===== src/rtl/serializador_9bit_if.sv =====
// Parallel-in / serial-out bus between the byte-level transmit logic and the serializer.
interface serializador_9bit_if;
    logic [7:0] data;   // parallel byte, sampled at frame load
    logic       DK;     // 1 = control/K character, 0 = data
    logic       out;    // registered serial line

    // Byte source side: drives the frame, observes the line
    modport master (output data, output DK, input out);
    // Serializer side
    modport slave  (input data, input DK, output out);
endinterface


===== src/rtl/serializador_9bit.sv =====
// 9-bit parallel-to-serial converter: frame = {DK, data[7:0]}, shifted MSB first,
// back-to-back with no gap bits. enb low is an asynchronous abort/reset.
module serializador_9bit (
    input  logic                clk,
    input  logic                enb,
    serializador_9bit_if.slave  bus
);
    localparam int unsigned FRAME_W  = 9;
    localparam int unsigned CNT_W    = 4;
    localparam int unsigned LAST_BIT = FRAME_W - 1;

    logic [FRAME_W-1:0] frame_q, frame_d;
    logic [CNT_W-1:0]   cnt_q,   cnt_d;
    logic               out_q,   out_d;
    logic               load_c;
    logic [CNT_W-1:0]   bit_idx_c;

    // State registers; enb low clears everything immediately
    always_ff @(posedge clk or negedge enb) begin
        if (!enb) begin
            frame_q <= '0;
            cnt_q   <= '0;
            out_q   <= 1'b0;
        end else begin
            frame_q <= frame_d;
            cnt_q   <= cnt_d;
            out_q   <= out_d;
        end
    end

    // Next-state: load on cnt 0 (or any unreachable value), otherwise shift the next bit
    always_comb begin
        frame_d   = frame_q;
        cnt_d     = cnt_q;
        out_d     = out_q;
        load_c    = (cnt_q == '0) || (cnt_q > CNT_W'(LAST_BIT));
        bit_idx_c = CNT_W'(LAST_BIT) - cnt_q;

        if (load_c) begin
            frame_d = {bus.DK, bus.data};
            out_d   = bus.DK;
            cnt_d   = CNT_W'(1);
        end else begin
            out_d = frame_q[bit_idx_c];
            cnt_d = (cnt_q == CNT_W'(LAST_BIT)) ? '0 : cnt_q + CNT_W'(1);
        end
    end

    assign bus.out = out_q;

endmodule


===== src/flat_wrapper.sv =====
// flat-port wrapper written by rule: the top's interface ports become plain ports
module serializador_9bit_flat 
  (clk, enb, bus_data, bus_DK, bus_out);
  serializador_9bit_if bus_i ();
  input  logic clk;
  input  logic enb;
  input wire logic [$bits(bus_i.data)-1:0] bus_data;
  input wire logic [$bits(bus_i.DK)-1:0] bus_DK;
  output wire logic [$bits(bus_i.out)-1:0] bus_out;
  assign bus_i.data = bus_data;
  assign bus_i.DK = bus_DK;
  assign bus_out = bus_i.out;
  serializador_9bit u_core (.clk(clk), .enb(enb), .bus(bus_i));
endmodule

===== config.mk =====
export PLATFORM = sky130hd
export DESIGN_NAME = serializador_9bit_flat
export DESIGN_NICKNAME = d
export VERILOG_FILES = /design/src/rtl/serializador_9bit_if.sv /design/src/rtl/serializador_9bit.sv /design/src/flat_wrapper.sv
export SDC_FILE = /design/constraint.sdc
export NUM_CORES = 1
export LEC_CHECK = 0
export BUFFER_PORTS_ARGS = -buffer_cell sky130_fd_sc_hd__buf_2
export CAP_MARGIN = 5
export CELL_PAD_IN_SITES_DETAIL_PLACEMENT = 0
export CELL_PAD_IN_SITES_GLOBAL_PLACEMENT = 2
export CORE_MARGIN = 2
export CORE_UTILIZATION = 38
export DETAILED_ROUTE_END_ITERATION = 7
export GPL_ROUTABILITY_DRIVEN = 1
export PLACE_DENSITY = 0.77
export SETUP_SLACK_MARGIN = 0.1
export SKIP_LAST_GASP = 1
export SLEW_MARGIN = 20
export SYNTH_ARGS = -nofsm -noshare
export SYNTH_HDL_FRONTEND = slang
export SYNTH_SLANG_ARGS = --single-unit

===== constraint.sdc =====
create_clock -name clk -period 3.5 [get_ports clk]
set_input_delay 0.35 -clock clk [delete_from_list [all_inputs] [get_ports clk]]
set_output_delay 0.35 -clock clk [all_outputs]
set_load 0.01 [all_outputs]

==> impl_metrics.prom <==
# TYPE chip_impl_metric gauge
chip_impl_metric{name="final.setup.tns",unit="ns"} 0
chip_impl_metric{name="gpl.final_weighted_congestion",unit=""} 0.681
chip_impl_metric{name="syn-mean-instance-area",unit="um^2"} 14.3
chip_impl_metric{name="slew_viol_final",unit=""} 0
chip_impl_metric{name="finalSetupViolations",unit=""} 0
chip_impl_metric{name="nNetsFinal",unit=""} 77
chip_impl_metric{name="routed_wl",unit="um"} 1090
chip_impl_metric{name="first_pass_iters",unit=""} 2
chip_impl_metric{name="place_area",unit="um^2"} 756
chip_impl_metric{name="drive_gt1_frac",unit=""} 0.302
chip_impl_metric{name="detailedPlacementHpwl",unit="um"} 832
chip_impl_metric{name="leakagePower",unit="nW"} 0.364
chip_impl_metric{name="iteration_0_drc_markers",unit=""} 1
chip_impl_metric{name="cts.reportedPaths.clkPinSlew",unit="ns"} 0.09
chip_impl_metric{name="grt_usage",unit=""} 0.126
chip_impl_metric{name="swShare",unit=""} 0.203
chip_impl_metric{name="sequential_power_share",unit=""} 0.563
chip_impl_metric{name="cts_htree_levels",unit=""} 1
chip_impl_metric{name="timing.critical_path.required",unit="ns"} 3.66
chip_impl_metric{name="route.detailed.wl_per_inst",unit="um"} 12.3
chip_impl_metric{name="num_antenna_cells",unit=""} 0
chip_impl_metric{name="grt_first_pass_wirelength",unit="um"} 1850
chip_impl_metric{name="placed_cells",unit=""} 83
chip_impl_metric{name="netSwitchingPower",unit="mW"} 0.0614
chip_impl_metric{name="first_global_vias",unit=""} 403
chip_impl_metric{name="syn-instance-count",unit=""} 48
chip_impl_metric{name="max_slew.worst_pin.slew",unit="ns"} 0.397
chip_impl_metric{name="finalCritPeriodShare",unit=""} 0.578
chip_impl_metric{name="clock_tree_skew_after_final_layout",unit="ns"} 0.00409
chip_impl_metric{name="drc",unit=""} 0
chip_impl_metric{name="final_core_util",unit=""} 0.470
chip_impl_info{name="run_status",value="finished, final reports clean"} 1
chip_impl_info{name="cts_tree",value="yes"} 1
chip_impl_info{name="clock-root-buffer",value="sky130_fd_sc_hd__clkbuf_4"} 1
chip_impl_metric{name="finalHoldViolCount",unit=""} 0
chip_impl_metric{name="critical_path_peak_fanout",unit=""} 8
chip_impl_metric{name="flow.area_growth_from_synthesis",unit="%"} 17.2
chip_impl_metric{name="die_area",unit="um^2"} 2160
chip_impl_metric{name="yosysWarningCount",unit=""} 0
chip_impl_info{name="hold_class",value="in -> reg"} 1
chip_impl_metric{name="antenna_found_initial",unit=""} 0
chip_impl_metric{name="cts.sinks",unit=""} 14
chip_impl_info{name="worstSetupStartpointType",value="flip-flop"} 1
chip_impl_metric{name="combinationalPowerShare",unit=""} 0.056
chip_impl_metric{name="critical_path_arrival",unit="ns"} 2.18
chip_impl_metric{name="finalPower",unit="mW"} 0.302
chip_impl_metric{name="peakVddDrop",unit="mV"} 0.196
chip_impl_metric{name="seq_area_frac_synth",unit=""} 0.512
chip_impl_metric{name="drtAntennaViolNets",unit=""} 0
chip_impl_metric{name="drt-vias-per-instance",unit=""} 4.61
chip_impl_metric{name="number_of_distinct_standard_cells_referenced_by_the_synthesized_netlist",unit=""} 17
chip_impl_metric{name="max_cap_violations",unit=""} 0
chip_impl_metric{name="layout.cells.non_filler",unit=""} 88
chip_impl_metric{name="p_per_area",unit="nW/um^2"} 377
chip_impl_metric{name="die_w",unit="um"} 46.4
chip_impl_metric{name="slew-limit-headroom",unit=""} 0.733
chip_impl_metric{name="ios",unit=""} 12
chip_impl_metric{name="cts_buffers",unit=""} 3
chip_impl_metric{name="clock_tree.buffer_depth",unit=""} 2
chip_impl_metric{name="clock_insertion_delay_worst_skew",unit="ns"} 0.27
chip_impl_metric{name="worst-r2r-cell-count",unit=""} 6
chip_impl_metric{name="port_buffer_count",unit=""} 11
chip_impl_info{name="rsz0062_at_grt",value="false"} 1
chip_impl_metric{name="grt-ovfl-total",unit=""} 0
chip_impl_metric{name="finalCriticalPeriod",unit="ns"} 2.02
chip_impl_metric{name="largest_net_degree_at_the_start_of_global_routing",unit=""} 15
chip_impl_metric{name="post-cts-setup-buffers",unit=""} 0
chip_impl_info{name="worstSetupPathType",value="reg -> reg"} 1
chip_impl_metric{name="die-height",unit="um"} 46.4
chip_impl_metric{name="syn_area",unit="um^2"} 684
chip_impl_info{name="endpoint_kind_of_the_worst_setup_timing_path",value="flip-flop"} 1
chip_impl_metric{name="synth.ff_latch_count",unit=""} 14
chip_impl_metric{name="total_area_of_sequential_cells",unit="um^2"} 350
chip_impl_metric{name="routed-via-count",unit=""} 406
chip_impl_metric{name="design_area",unit="um^2"} 802
chip_impl_metric{name="intPower",unit="mW"} 0.241
chip_impl_metric{name="reg2reg_setup_slack",unit="ns"} 1.48
chip_impl_metric{name="fmax",unit="GHz"} 0.495
chip_impl_metric{name="filler_cell_count",unit=""} 167
chip_impl_metric{name="syn-num-nets",unit=""} 61
chip_impl_metric{name="clock_power_share",unit=""} 0.381
chip_impl_metric{name="initial_core_util",unit=""} 0.401
chip_impl_metric{name="rows",unit=""} 15
chip_impl_metric{name="hold_path_depth",unit=""} 2
chip_impl_metric{name="core-area",unit="um^2"} 1710
chip_impl_metric{name="multiInputGateArea",unit="um^2"} 304
==> power by group through the flow <==
stage          Sequential [mW]  Combinational (mW)  Clock, mW
3_3_place_gp             0.173              0.0158          0
3_5_place_dp             0.173              0.0164          0
4_1_cts                  0.170              0.0173      0.120
5_1_grt                  0.171              0.0192      0.128
6_report                 0.170              0.0168      0.115
2_1_floorplan            0.173             0.00630          0
==> placed cells by master, fill, tap and decap left out <==
cell / count
sky130_fd_sc_hd__xnor2_1: 1
sky130_fd_sc_hd__and3_1: 1
sky130_fd_sc_hd__xor2_1: 2
sky130_fd_sc_hd__mux2i_1: 3
sky130_fd_sc_hd__mux4_1: 2
sky130_fd_sc_hd__mux2_1: 8
sky130_fd_sc_hd__clkbuf_4: 3
sky130_fd_sc_hd__buf_4: 1
sky130_fd_sc_hd__nor2b_2: 1
sky130_fd_sc_hd__and4b_1: 1
sky130_fd_sc_hd__a21oi_1: 1
sky130_fd_sc_hd__clkbuf_8: 1
sky130_fd_sc_hd__buf_2: 11
sky130_fd_sc_hd__dlygate4sd3_1: 1
sky130_fd_sc_hd__inv_1: 2
sky130_fd_sc_hd__dfrtp_1: 14
sky130_fd_sc_hd__mux2_2: 2
sky130_fd_sc_hd__nor3b_1: 1
sky130_fd_sc_hd__nor2_1: 4
sky130_fd_sc_hd__ha_1: 2
sky130_fd_sc_hd__nor3_1: 1
==> through the flow <==
| step | worst slack, ns | hold slack [ns] |
|---|---|---|
| after global routing | 1.32 | 0.266 |
| after detailed placement | 1.45 | 0.262 |
| after floorplan | 1.81 | 0.0544 |
| after CTS | 1.44 | 0.267 |
| after global placement | 1.49 | 0.262 |
| final | 1.48 | 0.276 |
==> registers in the layout (all words and copies together), names as in the netlist <==
| signal | count |
|---|---|
| u_core.cnt_q | 4 |
| u_core.frame_q | 9 |
| u_core.bus.out | 1 |
==> cells in the mapped netlist, drive strengths merged <==
cell type	n	area share
a21oi	1	0.0073
and3	1	0.0091
and4b	1	0.015
buf	2	0.033
dfrtp	14	0.51
ha	2	0.037
inv	2	0.011
mux2	10	0.16
mux2i	3	0.044
mux4	2	0.077
nor2	4	0.022
nor2b	1	0.013
nor3	1	0.0073
nor3b	1	0.011
xnor2	1	0.013
xor2	2	0.026
==> path summary, 6_finish.rpt <==
path | from | endpoint
max in group asynchronous | enb | u_core.cnt_q[3]
setup / recovery | u_core.cnt_q[0] | u_core.frame_q[2]
hold reg to reg | u_core.frame_q[5] | u_core.frame_q[5]
hold / removal | bus_data[5] | u_core.frame_q[5]
min in group asynchronous | enb | u_core.frame_q[4]
setup reg to reg | u_core.cnt_q[0] | u_core.frame_q[2]
==> per-layer routing <==
metal,GRT usage,part of all wire,vias up
met2,0.200,0.52,8
met1,0.168,0.45,197
met4,0.0514,0,0
li1,-,-,201
met3,0.0235,0.032,0
met5,0,0,-
==> layout make-up <==
cell class	count	area share
Tap cell	25	0.0390
Sequential cell	14	0.437
Clock buffer	4	0.0452
Inverter	2	0.00936
Timing Repair Buffer	13	0.0905
Multi-Input combinational cell	30	0.379
==> repair_timing <==
item | 4_1_cts | 5_1_grt
gates resized for setup | 0 | 0
hold buffers | 1 | 0
hold endpoints to repair | 14 | 0
==> cells by family (layout without fill, tap and decap cells) <==
logic type | Yosys count | count (layout) | synth area share
AO/OA/AOI/OAI | 1 | 1 | 0.00731
XOR/XNOR | 3 | 3 | 0.0384
adder cells (fa/ha/maj) | 2 | 2 | 0.0366
buffers and inverters | 4 | 19 | 0.0439
flip-flops | 14 | 14 | 0.512
multiplexers | 15 | 15 | 0.285
AND/OR/NAND/NOR | 9 | 9 | 0.0768
==> critical path: stages, from the launching register on <==
cell	delay, ns
sky130_fd_sc_hd__dfrtp_1	0.45
sky130_fd_sc_hd__inv_1	0.10
sky130_fd_sc_hd__ha_1	0.24
sky130_fd_sc_hd__nor2b_2	0.19
sky130_fd_sc_hd__xnor2_1	0.35
sky130_fd_sc_hd__buf_4	0.25
sky130_fd_sc_hd__mux2_1	0.33
Power figures use the tool's default switching activity.
